<file path="src/rtl/imem_loader_if.sv">
// Source-stream and instruction-memory write bus of the loader.
//   in_valid/in_data/in_ready : word stream from the source (valid/ready)
//   mem_we/mem_addr/mem_wdata : registered write port into instruction memory
// master: the side feeding words and observing writes (source / memory)
// slave : the loader itself
interface imem_loader_if #(parameter int ADDR_W = 6);
  logic              in_valid;
  logic [31:0]       in_data;
  logic              in_ready;
  logic              mem_we;
  logic [ADDR_W-1:0] mem_addr;
  logic [31:0]       mem_wdata;

  modport master (output in_valid, in_data,
                  input  in_ready, mem_we, mem_addr, mem_wdata);
  modport slave  (input  in_valid, in_data,
                  output in_ready, mem_we, mem_addr, mem_wdata);
endinterface

</file>
<file path="src/rtl/imem_loader.sv">
// Instruction-memory loader: streams word_count words (clamped to DEPTH)
// from a valid/ready source into instruction memory at addresses 0..N-1,
// keeping the CPU held in reset until the first load completes.
//   clk, reset      : clock, async active-low reset
//   start           : begin a load (sampled in IDLE only)
//   word_count      : words to load, sampled with start
//   bus (slave)     : source stream in, memory write port out
//   cpu_hold        : holds fetch/pipeline in reset while high
//   busy            : high while loading
//   done            : one-cycle completion pulse (coincides with final write)
//   checksum        : XOR of all words accepted in the current/last load
module imem_loader #(
  parameter int DEPTH  = 64,
  parameter int ADDR_W = 6
) (
  input  logic              clk,
  input  logic              reset,
  input  logic              start,
  input  logic [ADDR_W:0]   word_count,
  imem_loader_if.slave      bus,
  output logic              cpu_hold,
  output logic              busy,
  output logic              done,
  output logic [31:0]       checksum
);

  typedef enum logic [1:0] {IDLE, LOAD, DONE} state_t;

  localparam logic [ADDR_W:0] DEPTH_W = (ADDR_W+1)'(DEPTH);
  localparam logic [ADDR_W:0] ONE     = (ADDR_W+1)'(1);

  state_t            state_q, state_d;
  logic [ADDR_W:0]   index_q, index_d;
  logic [ADDR_W:0]   target_q, target_d;
  logic [31:0]       cks_q, cks_d;
  logic              hold_q, hold_d;
  logic              we_q, we_d;
  logic [ADDR_W-1:0] addr_q, addr_d;
  logic [31:0]       wdata_q, wdata_d;

  always_comb begin
    state_d  = state_q;
    index_d  = index_q;
    target_d = target_q;
    cks_d    = cks_q;
    hold_d   = hold_q;
    addr_d   = addr_q;
    wdata_d  = wdata_q;
    we_d     = 1'b0;           // strobe only on the cycle after a transfer
    case (state_q)
      IDLE: begin
        if (start) begin
          cks_d  = '0;
          hold_d = 1'b1;
          if (word_count == '0) begin
            state_d = DONE;
          end else begin
            state_d  = LOAD;
            index_d  = '0;
            target_d = (word_count > DEPTH_W) ? DEPTH_W : word_count;
          end
        end
      end
      LOAD: begin
        if (bus.in_valid) begin
          we_d    = 1'b1;
          addr_d  = index_q[ADDR_W-1:0];
          wdata_d = bus.in_data;
          cks_d   = cks_q ^ bus.in_data;
          index_d = index_q + ONE;
          // Last word: the write lands while we sit in DONE.
          if (index_q == target_q - ONE) state_d = DONE;
        end
      end
      DONE: begin
        state_d = IDLE;
        hold_d  = 1'b0;
      end
      default: state_d = IDLE;
    endcase
  end

  always_ff @(posedge clk or negedge reset) begin
    if (!reset) begin
      state_q  <= IDLE;
      index_q  <= '0;
      target_q <= '0;
      cks_q    <= '0;
      hold_q   <= 1'b1;
      we_q     <= 1'b0;
      addr_q   <= '0;
      wdata_q  <= '0;
    end else begin
      state_q  <= state_d;
      index_q  <= index_d;
      target_q <= target_d;
      cks_q    <= cks_d;
      hold_q   <= hold_d;
      we_q     <= we_d;
      addr_q   <= addr_d;
      wdata_q  <= wdata_d;
    end
  end

  assign bus.in_ready  = (state_q == LOAD);
  assign bus.mem_we    = we_q;
  assign bus.mem_addr  = addr_q;
  assign bus.mem_wdata = wdata_q;
  assign busy          = (state_q == LOAD);
  assign done          = (state_q == DONE);
  assign cpu_hold      = hold_q;
  assign checksum      = cks_q;

endmodule

</file>
<file path="src/flat_wrapper.sv">
// flat-port wrapper written by rule: the top's interface ports become plain ports
module imem_loader_flat 
#(
  parameter int DEPTH  = 64,
  parameter int ADDR_W = 6
)
  (clk, reset, start, word_count, cpu_hold, busy, done, checksum, bus_in_valid, bus_in_data, bus_in_ready, bus_mem_we, bus_mem_addr, bus_mem_wdata);
  imem_loader_if #(.ADDR_W(ADDR_W)) bus_i ();
  input  logic clk;
  input  logic reset;
  input  logic start;
  input  logic [ADDR_W:0] word_count;
  output logic cpu_hold;
  output logic busy;
  output logic done;
  output logic [31:0] checksum;
  input wire logic [$bits(bus_i.in_valid)-1:0] bus_in_valid;
  input wire logic [$bits(bus_i.in_data)-1:0] bus_in_data;
  output wire logic [$bits(bus_i.in_ready)-1:0] bus_in_ready;
  output wire logic [$bits(bus_i.mem_we)-1:0] bus_mem_we;
  output wire logic [$bits(bus_i.mem_addr)-1:0] bus_mem_addr;
  output wire logic [$bits(bus_i.mem_wdata)-1:0] bus_mem_wdata;
  assign bus_i.in_valid = bus_in_valid;
  assign bus_i.in_data = bus_in_data;
  assign bus_in_ready = bus_i.in_ready;
  assign bus_mem_we = bus_i.mem_we;
  assign bus_mem_addr = bus_i.mem_addr;
  assign bus_mem_wdata = bus_i.mem_wdata;
  imem_loader #(.DEPTH(DEPTH), .ADDR_W(ADDR_W)) u_core (.clk(clk), .reset(reset), .start(start), .word_count(word_count), .bus(bus_i), .cpu_hold(cpu_hold), .busy(busy), .done(done), .checksum(checksum));
endmodule
</file>
<file path="config.mk">
export PLATFORM = sky130hd
export DESIGN_NAME = imem_loader_flat
export DESIGN_NICKNAME = d
export VERILOG_FILES = /design/src/rtl/imem_loader_if.sv /design/src/rtl/imem_loader.sv /design/src/flat_wrapper.sv
export SDC_FILE = /design/constraint.sdc
export NUM_CORES = 1
export LEC_CHECK = 0
export CAP_MARGIN = 25
export CORE_AREA = 2 2 89 91
export CTS_CLUSTER_SIZE = 8
export DETAILED_ROUTE_END_ITERATION = 8
export DIE_AREA = 0 0 91 93
export GPL_TIMING_DRIVEN = 0
export PLACE_DENSITY_LB_ADDON = 0.25
export SETUP_SLACK_MARGIN = 0.3
export SLEW_MARGIN = 10
export SYNTH_ARGS = -nofsm -noshare
export SYNTH_HDL_FRONTEND = slang
export SYNTH_SLANG_ARGS = --single-unit
</file>
<file path="constraint.sdc">
create_clock -name clk -period 2.49 [get_ports clk]
set_input_delay 0.249 -clock clk [delete_from_list [all_inputs] [get_ports clk]]
set_output_delay 0.249 -clock clk [all_outputs]
set_load 0.01 [all_outputs]
</file>
==> summary.txt, run 1 <==
Yosys
  • Dominant cells by area after synthesis: dfrtp_1, nand2_1, xor2_1
  • Avg Cell Area, Syn: 9.976 um^2
  • Cell variety after synth: 38
  • Post-Synthesis Cells: 369
  • Flops & latches, synth: 88
  • EDFF count, synth: 0
  • Register area share after synthesis: 59.86%
  • Most used flip-flop cell after synthesis: dfrtp_1
  • Synth top area share: 59.14%
  • Synth warnings: 0
  • Syn Std Cell Area: roughly 3700 um^2
  • Syn nets: a little over 400
  • FFs w/ async S/R, synth: 100.0%
  • Leading area contributor after synthesis: dfrtp_1

Drt
  • Routed Antenna Nets: 0
  • Avg Vias per Cell: 4.792
  • Post-route DRC: 0
  • Initial drt markers: between 70 and 80
  • DR vias: 2904
  • WL per Instance: 14.15 um
  • Post-Route WL: 8575 um
  • DR pass1 iterations: 5

Worst setup path
  • Register-to-Register Setup Slack: approximately 620 ps
  • R2R Path End: u_core.bus.mem_wdata[12]$_DFFE_PN0P_
  • Crit path required time: 2240 ps
  • Critical Path AT: about 1800 ps
  • Worst Path Max Fanout: 7
  • CP Class: flop to primary output
  • FF-to-FF Start: u_core.state_q[0]$_DFFE_PN0P_
  • Startpoint types: flop
  • Setup crit end kind: primary output
  • FF-to-FF path depth: 6

Global route
  • Global route overflow: 0
  • Vias in the first global route: 2944
  • Initial antenna violation count: 0
  • First-pass GRT wire length: 14240 um
  • GRT Overall Usage: 21.18%
  • Largest net degree at the start of global routing: 47

Placed design
  • Placed cell areas: roughly 5000 um^2
  • Cell Count Post-Placement: 589
  • Post-DP HPWL: 6293 um
  • GPL Wtd Cong: 0.7582
  • Number of I/O port buffers: between 100 and 150

Floorplanning
  • Row cnt: 32
  • Die ar.: 8463 um^2
  • Die W: 91 um
  • Initial Util: 48.90%
  • Core area: between 7000 and 8000 um^2
  • Io pins: 118
  • Die height: between 90 and 100 um

STA
  • Fin crit share: approximately four fifths
  • Max frequency: 0.4983 GHz
  • Slew Viols, Final: 0
  • RSZ-0062 raised after global routing: false
  • Period minus WS final: 2007 ps
  • Worst slew pin tran: 640.4 ps
  • Worst rel slew slack: 57.12%
  • Clock Skews: 8.106 ps
  • Fin. Hold Viols: 0
  • Final setup viols: 0

Finish
  • Most frequent cells in the layout: nand2_1, clkdlybuf4s50_1, dfrtp_1, nor2_1, xor2_1
  • Layout Nets: 544
  • Fill count: 611
  • Post-route cell area: 5246 um^2
  • Most common cell after layout, fill and taps aside: nand2_1
  • P&R area growth vs syn: 42.52%
  • Final non-filler cell total: roughly 610
  • Share of cells above drive strength 1: about 6.0%
  • Diodes inserted: 0

Job
  • Max cap viols: 0

Power
  • Comb pwr share: 44.3%
  • Seq pwr share: about two fifths
  • Worst VDD drop: 0.5820 mV
  • Power density cells: 1223 nW/um^2
  • Switching pwr: between 2000 and 2500 uW
  • Int Pwr: 4155 uW
  • Static Leak: 0.002453 uW
  • Switching Fraction: about a third
  • Clock network power share: 17.4%

Clocking
  • CTS H-tree depth: 3
  • Reg clk slew, reported paths: 90 ps
  • CTS tree: yes
  • Worst-Skew Late Latency: 340 ps
  • Number of buffers created by CTS: 9
  • Clock Tree Root: clkbuf_8
  • # clock sinks: 88
  • Clock Path Buffers: 2

Status
  • Status: complete, no violations

Min path
  • Class of the worst hold path: input port to asynchronous set/reset pin
==> cell usage after synthesis, types with 3 or more instances <==
library cell	instances
nand2_1	129
dfrtp_1	87
nor2_1	39
xor2_1	35
xnor2_1	10
clkbuf_1	8
o21ai_0	7
nand3b_1	6
buf_2	4
inv_1	4
nand3_1	4
a22o_1	3
nor2b_1	3
nor3_1	3
==> registers in the layout, summed over array words and instances, names as in the netlist <==
| name | count |
|---|---|
| u_core.cpu_hold | 1 |
| u_core.checksum | 32 |
| u_core.target_q | 7 |
| u_core.bus.mem_we | 1 |
| u_core.index_q | 7 |
| u_core.bus.mem_addr | 6 |
| u_core.state_q | 2 |
| u_core.bus.mem_wdata | 32 |
==> area by class of cell <==
type	instances	area (um^2)	area share [%]
Sequential cell	88	2203	42.00
Multi-Input combinational cell	263	1404	26.76
Timing Repair Buffer	119	1206	22.99
Clock buffer	12	155.1	2.957
Tap cell	102	127.6	2.433
Clock inverter	4	73.82	1.407
Buffer	13	57.56	1.097
Inverter	5	18.77	0.3577
==> worst max-delay path by stage <==
stage | start | endpoint | slack, ps | depth (start not counted)
after floorplan | u_core.state_q[0]$_DFFE_PN0P_ | u_core.checksum[10]$_DFFE_PN0P_ | 870 | 7
after global placement | reset | u_core.bus.mem_wdata[2]$_DFFE_PN0P_ | -1910 | 1
after detailed placement | word_count[5] | u_core.index_q[5]$_DFFE_PN0P_ | 250 | 6
after CTS | u_core.state_q[0]$_DFFE_PN0P_ | busy | 310 | 3
after global routing | u_core.state_q[0]$_DFFE_PN0P_ | busy | 370 | 3
final | u_core.state_q[0]$_DFFE_PN0P_ | busy | 480 | 3
==> per-layer routing <==
metal  wire length [um]  vias to the layer above  GRT usage (%)
met4                 95                        0          6.566
li1                   -                     1429              -
met1               3842                     1399          27.62
met2               4286                       69          35.86
met5                  0                        -              0
met3                351                        7          4.432
==> critical path, cell delays in order, from the launching register on <==
cell	delay, ps
dfrtp_1	430
nor2b_2	310
buf_4	150
clkdlybuf4s50_1	520
==> per-stage QoR <==
| step | utilization [%] | setup TNS (ps) | hold slack [ps] | total power [uW] | setup slack, ps |
|---|---|---|---|---|---|
| 2_1_floorplan | - | 0 | -46.59 | 3865 | 866.0 |
| 5_1_grt | 69.70 | 0 | 460.0 | 6868 | 368.2 |
| 3_5_place_dp | 66.49 | 0 | 282.2 | 5338 | 246.6 |
| 4_1_cts | 69.66 | 0 | 437.9 | 6479 | 306.1 |
| 6_report | 69.70 | 0 | 430.0 | 6418 | 483.0 |
| 3_3_place_gp | 66.16 | -166480 | 457.4 | 5225 | -1909 |
==> cell families (layout without fill, tap and decap cells) <==
| kind of cell | count (synthesis) | count (layout) | share of synthesized area (%) |
|---|---|---|---|
| xor gates and xnor gates | 45 | 45 | 10.71 |
| AOI/OAI and AO/OA | 20 | 20 | 4.011 |
| and+or+nand+nor | 196 | 196 | 22.67 |
| buffers and inverters | 18 | 153 | 2.073 |
| DFF | 88 | 88 | 59.86 |
| adders and majority gates | 2 | 2 | 0.6797 |
==> timing repair <==
action	in CTS	in global routing
resized for setup	0	1
endpoints found under the hold margin	41	0
endpoints found under the setup margin	0	2
buffers inserted	0	0
hold buffers	1	0
==> power by group through the flow <==
stage / logic [uW] / registers (uW) / clock network (uW)
after floorplan: 1210 / 2660 / 0
after global routing: 3120 / 2530 / 1220
after detailed placement: 2850 / 2480 / 0
after global placement: 2770 / 2460 / 0
final: 2850 / 2460 / 1120
after CTS: 2880 / 2460 / 1140
Power figures use the tool's default switching activity.
==> inputs of run 2 (changes only) <==
--- a/config.mk
+++ b/config.mk
@@ -6,10 +6,10 @@
 export NUM_CORES = 1
 export LEC_CHECK = 0
 export CAP_MARGIN = 25
-export CORE_AREA = 2 2 89 91
+export CORE_AREA = 2 2 93 95
 export CTS_CLUSTER_SIZE = 8
 export DETAILED_ROUTE_END_ITERATION = 8
-export DIE_AREA = 0 0 91 93
+export DIE_AREA = 0 0 95 97
 export GPL_TIMING_DRIVEN = 0
 export PLACE_DENSITY_LB_ADDON = 0.25
 export SETUP_SLACK_MARGIN = 0.3
==> constraint.sdc (replaced) <==
create_clock -name clk -period 1.9 [get_ports clk]
set_input_delay 0.19 -clock clk [delete_from_list [all_inputs] [get_ports clk]]
set_output_delay 0.19 -clock clk [all_outputs]
set_load 0.01 [all_outputs]
==> run 2 against run 1 <==
Effect of this change: global-route usage shrank 1.4 points; power grew 35%; wire length grew 6.2%; highest routed layer unchanged.
==> summary.txt, run 2 (synthesis gave the netlist of run 1 again) <==
Status
  • Status: complete, no violations (unchanged)

Worst setup path
  • FF-to-FF path depth: 8 (was 6)
  • Max incr delay on CP: 420 ps (was 520 ps)
  • Worst path bufs/invs: 3 (was 2)
  • Startpoint types: flop (unchanged)
  • Slowest CP cell: dfrtp_2 (was clkdlybuf4s50_1)
  • CP Class: flop to primary output (unchanged)
  • Setup crit end kind: primary output (unchanged)
  • Critical-path cell list: buf_6 -> nor2b_4 -> buf_4 -> dlygate4sd2_1 (was nor2b_2 -> buf_4 -> clkdlybuf4s50_1)
  • Family with the most delay on the worst path: buffers and inverters (unchanged)
  • Levels on crit path: 4 (was 3)
  • Crit path required time: 1710 ps (was 2240 ps)
  • Worst Path Max Fanout: 4 (was 7)
  • Critical Path AT: 1450 ps (was 1760 ps)

STA
  • Final hold slack: 93.82 ps (was 430.0 ps)
  • RSZ-0062 raised after global routing: true (was false)
  • Period minus WS final: 1638 ps
  • Max frequency: 0.6106 GHz
  • Final setup viols: 0 (unchanged)
  • Slew Viols, Final: 0 (unchanged)
  • Worst rel slew slack: 65.62% (was 57.12%)
  • Worst slew pin tran: 515.8 ps (was 640.4 ps)
  • Fin. Hold Viols: 0 (unchanged)
  • Clock Skews: 10.62 ps (was 8.106 ps)
  • Setup ws final: 262.2 ps (was 483.0 ps)
  • Fin crit share: 86.20%

Clocking
  • Clock Path Buffers: 2 (unchanged)
  • # clock sinks: 88 (unchanged)
  • Worst-Skew Late Latency: 350 ps (was 340 ps)
  • CTS H-tree depth: 3 (unchanged)
  • Reg clk slew, reported paths: 90 ps (about the same)
  • Number of buffers created by CTS: 9 (unchanged)
  • CTS tree: yes (unchanged)
  • Clock Tree Root: clkbuf_8 (unchanged)

Drt
  • Routed Antenna Nets: 0 (unchanged)
  • Post-route DRC: 0 (unchanged)
  • Initial drt markers: 95 (was 77)
  • Avg Vias per Cell: 4.771 (was 4.792)
  • Post-Route WL: 9110 um (was 8575 um)
  • DR vias: 3015 (was 2904)
  • WL per Instance: 14.41 um (was 14.15 um)
  • DR pass1 iterations: 6 (was 5)

Placed design
  • Post-DP HPWL: 6138 um (was 6293 um)
  • Number of I/O port buffers: 117 (unchanged)
  • GPL Wtd Cong: 0.8539 (was 0.7582)
  • Pre-CTS WS: -342.5 ps (was 246.6 ps)

Finish
  • Most common cell after layout, fill and taps aside: nand2_1 (unchanged)
  • Multi-input gate area: 1536 um^2 (was 1404 um^2)
  • Diodes inserted: 0 (unchanged)
  • Layout Nets: 567 (was 544)
  • Fill count: 659 (was 611)
  • Share of cells above drive strength 1: 16.32% (was 5.952%)
  • Most frequent cells in the layout: nand2_1, clkdlybuf4s50_1, dfrtp_1, nor2_1, xor2_1 (unchanged)
  • P&R area growth vs syn: 50.41% (was 42.52%)
  • Register area: 2205 um^2 (was 2203 um^2)

Floorplanning
  • Die height: 97 um (was 93 um)
  • Die W: 95 um (was 91 um)
  • Die ar.: 9215 um^2 (was 8463 um^2)
  • Core area: 8134 um^2 (was 7527 um^2)
  • Row cnt: 33 (was 32)
  • Io pins: 118 (unchanged)
  • Initial Util: 45.25% (was 48.90%)

Global route
  • Largest net degree at the start of global routing: 62 (was 47)
  • Vias in the first global route: 3006 (was 2944)
  • Initial antenna violation count: 0 (unchanged)
  • First-pass GRT wire length: 14360 um (was 14240 um)
  • GRT Overall Usage: 19.76% (was 21.18%)
  • Global route overflow: 0 (unchanged)

Power
  • Comb pwr share: 47.7% (was 44.3%)
  • Static Leak: 0.002605 uW (was 0.002453 uW)
  • Switching pwr: 3158 uW (was 2263 uW)
  • Power density cells: 1561 nW/um^2 (was 1223 nW/um^2)
  • Switching Fraction: 36.53% (was 35.26%)
  • Int Pwr: 5486 uW (was 4155 uW)
  • Worst VDD drop: 0.6118 mV (was 0.5820 mV)
  • Seq pwr share: 37.4% (was 38.3%)
  • Clock network power share: 14.9% (was 17.4%)

Min path
  • WHS Path Cells: 3
  • Class of the worst hold path: input port to flop (was input port to asynchronous set/reset pin)

Job
  • Max cap viols: 0 (unchanged)
[run 2: per-stage QoR]
stage | total power, uW | instances | instance area [um^2] | util (%) | TNS, ps
floorplan | 5069 | 369 | 3684 | - | 0
detailed placement | 6979 | 592 | 5011 | 61.61 | -2131
global route | 9278 | 632 | 5537 | 68.07 | 0
global placement | 6860 | 591 | 4986 | 61.30 | -219150
CTS | 8386 | 619 | 5329 | 65.51 | 0
finish | 8644 | 632 | 5537 | 68.07 | 0
[run 2: worst min-delay path, delay by kind of cell]
| kind | cells | cell delay (ps) |
|---|---|---|
| AND/OR/NAND/NOR | 1 | 70 |
| buffers and inverters | 1 | 90 |
| AO/OA/AOI/OAI | 1 | 70 |
[run 2: path summary, 6_finish.rpt]
path | end | start | slack [ps]
max | bus_in_ready | u_core.state_q[1]$_DFFE_PN0P_ | 260
min | u_core.target_q[2]$_DFFE_PN0P_ | word_count[2] | 90
max reg2reg | u_core.checksum[3]$_DFFE_PN0P_ | u_core.state_q[1]$_DFFE_PN0P_ | 260
min reg2reg | u_core.bus.mem_wdata[2]$_DFFE_PN0P_ | u_core.bus.mem_wdata[2]$_DFFE_PN0P_ | 480
max in group asynchronous | u_core.checksum[6]$_DFFE_PN0P_ | reset | 990
min in group asynchronous | u_core.bus.mem_wdata[25]$_DFFE_PN0P_ | reset | 300
[run 2: power groups by stage]
stage | Sequential [uW] | Clock (uW) | Combinational, uW
final | 3230 | 1290 | 4120
after global routing | 3330 | 1420 | 4530
after CTS | 3230 | 1320 | 3840
after detailed placement | 3260 | 0 | 3720
after global placement | 3230 | 0 | 3630
after floorplan | 3490 | 0 | 1580
[run 2: final cells by class]
class / instances / area share, %
Sequential cell: 88 / 39.82
Tap cell: 105 / 2.373
Timing Repair Buffer: 141 / 24.45
Multi-Input combinational cell: 263 / 27.75
Clock inverter: 6 / 1.220
Clock buffer: 10 / 2.305
Timing Repair inverter: 1 / 0.09040
Inverter: 5 / 0.4068
Buffer: 13 / 1.582
[run 2: per-layer routing]
layer / vias up / global-route usage [%] / wire (um)
li1: 1480 / - / -
met1: 1433 / 26.89 / 4042
met2: 92 / 32.13 / 4448
met3: 10 / 3.738 / 520
met4: 0 / 5.797 / 98
met5: - / 0 / 0
[run 2: what timing repair did]
| item | in CTS | in global routing |
|---|---|---|
| cloned | 0 | 4 |
| resized for setup | 34 | 37 |
| pin swaps | 4 | 22 |
| hold buffers | 1 | 0 |
| endpoints found under the setup margin | 73 | 63 |
| buffers inserted | 10 | 9 |
| hold endpoints to repair | 26 | 0 |
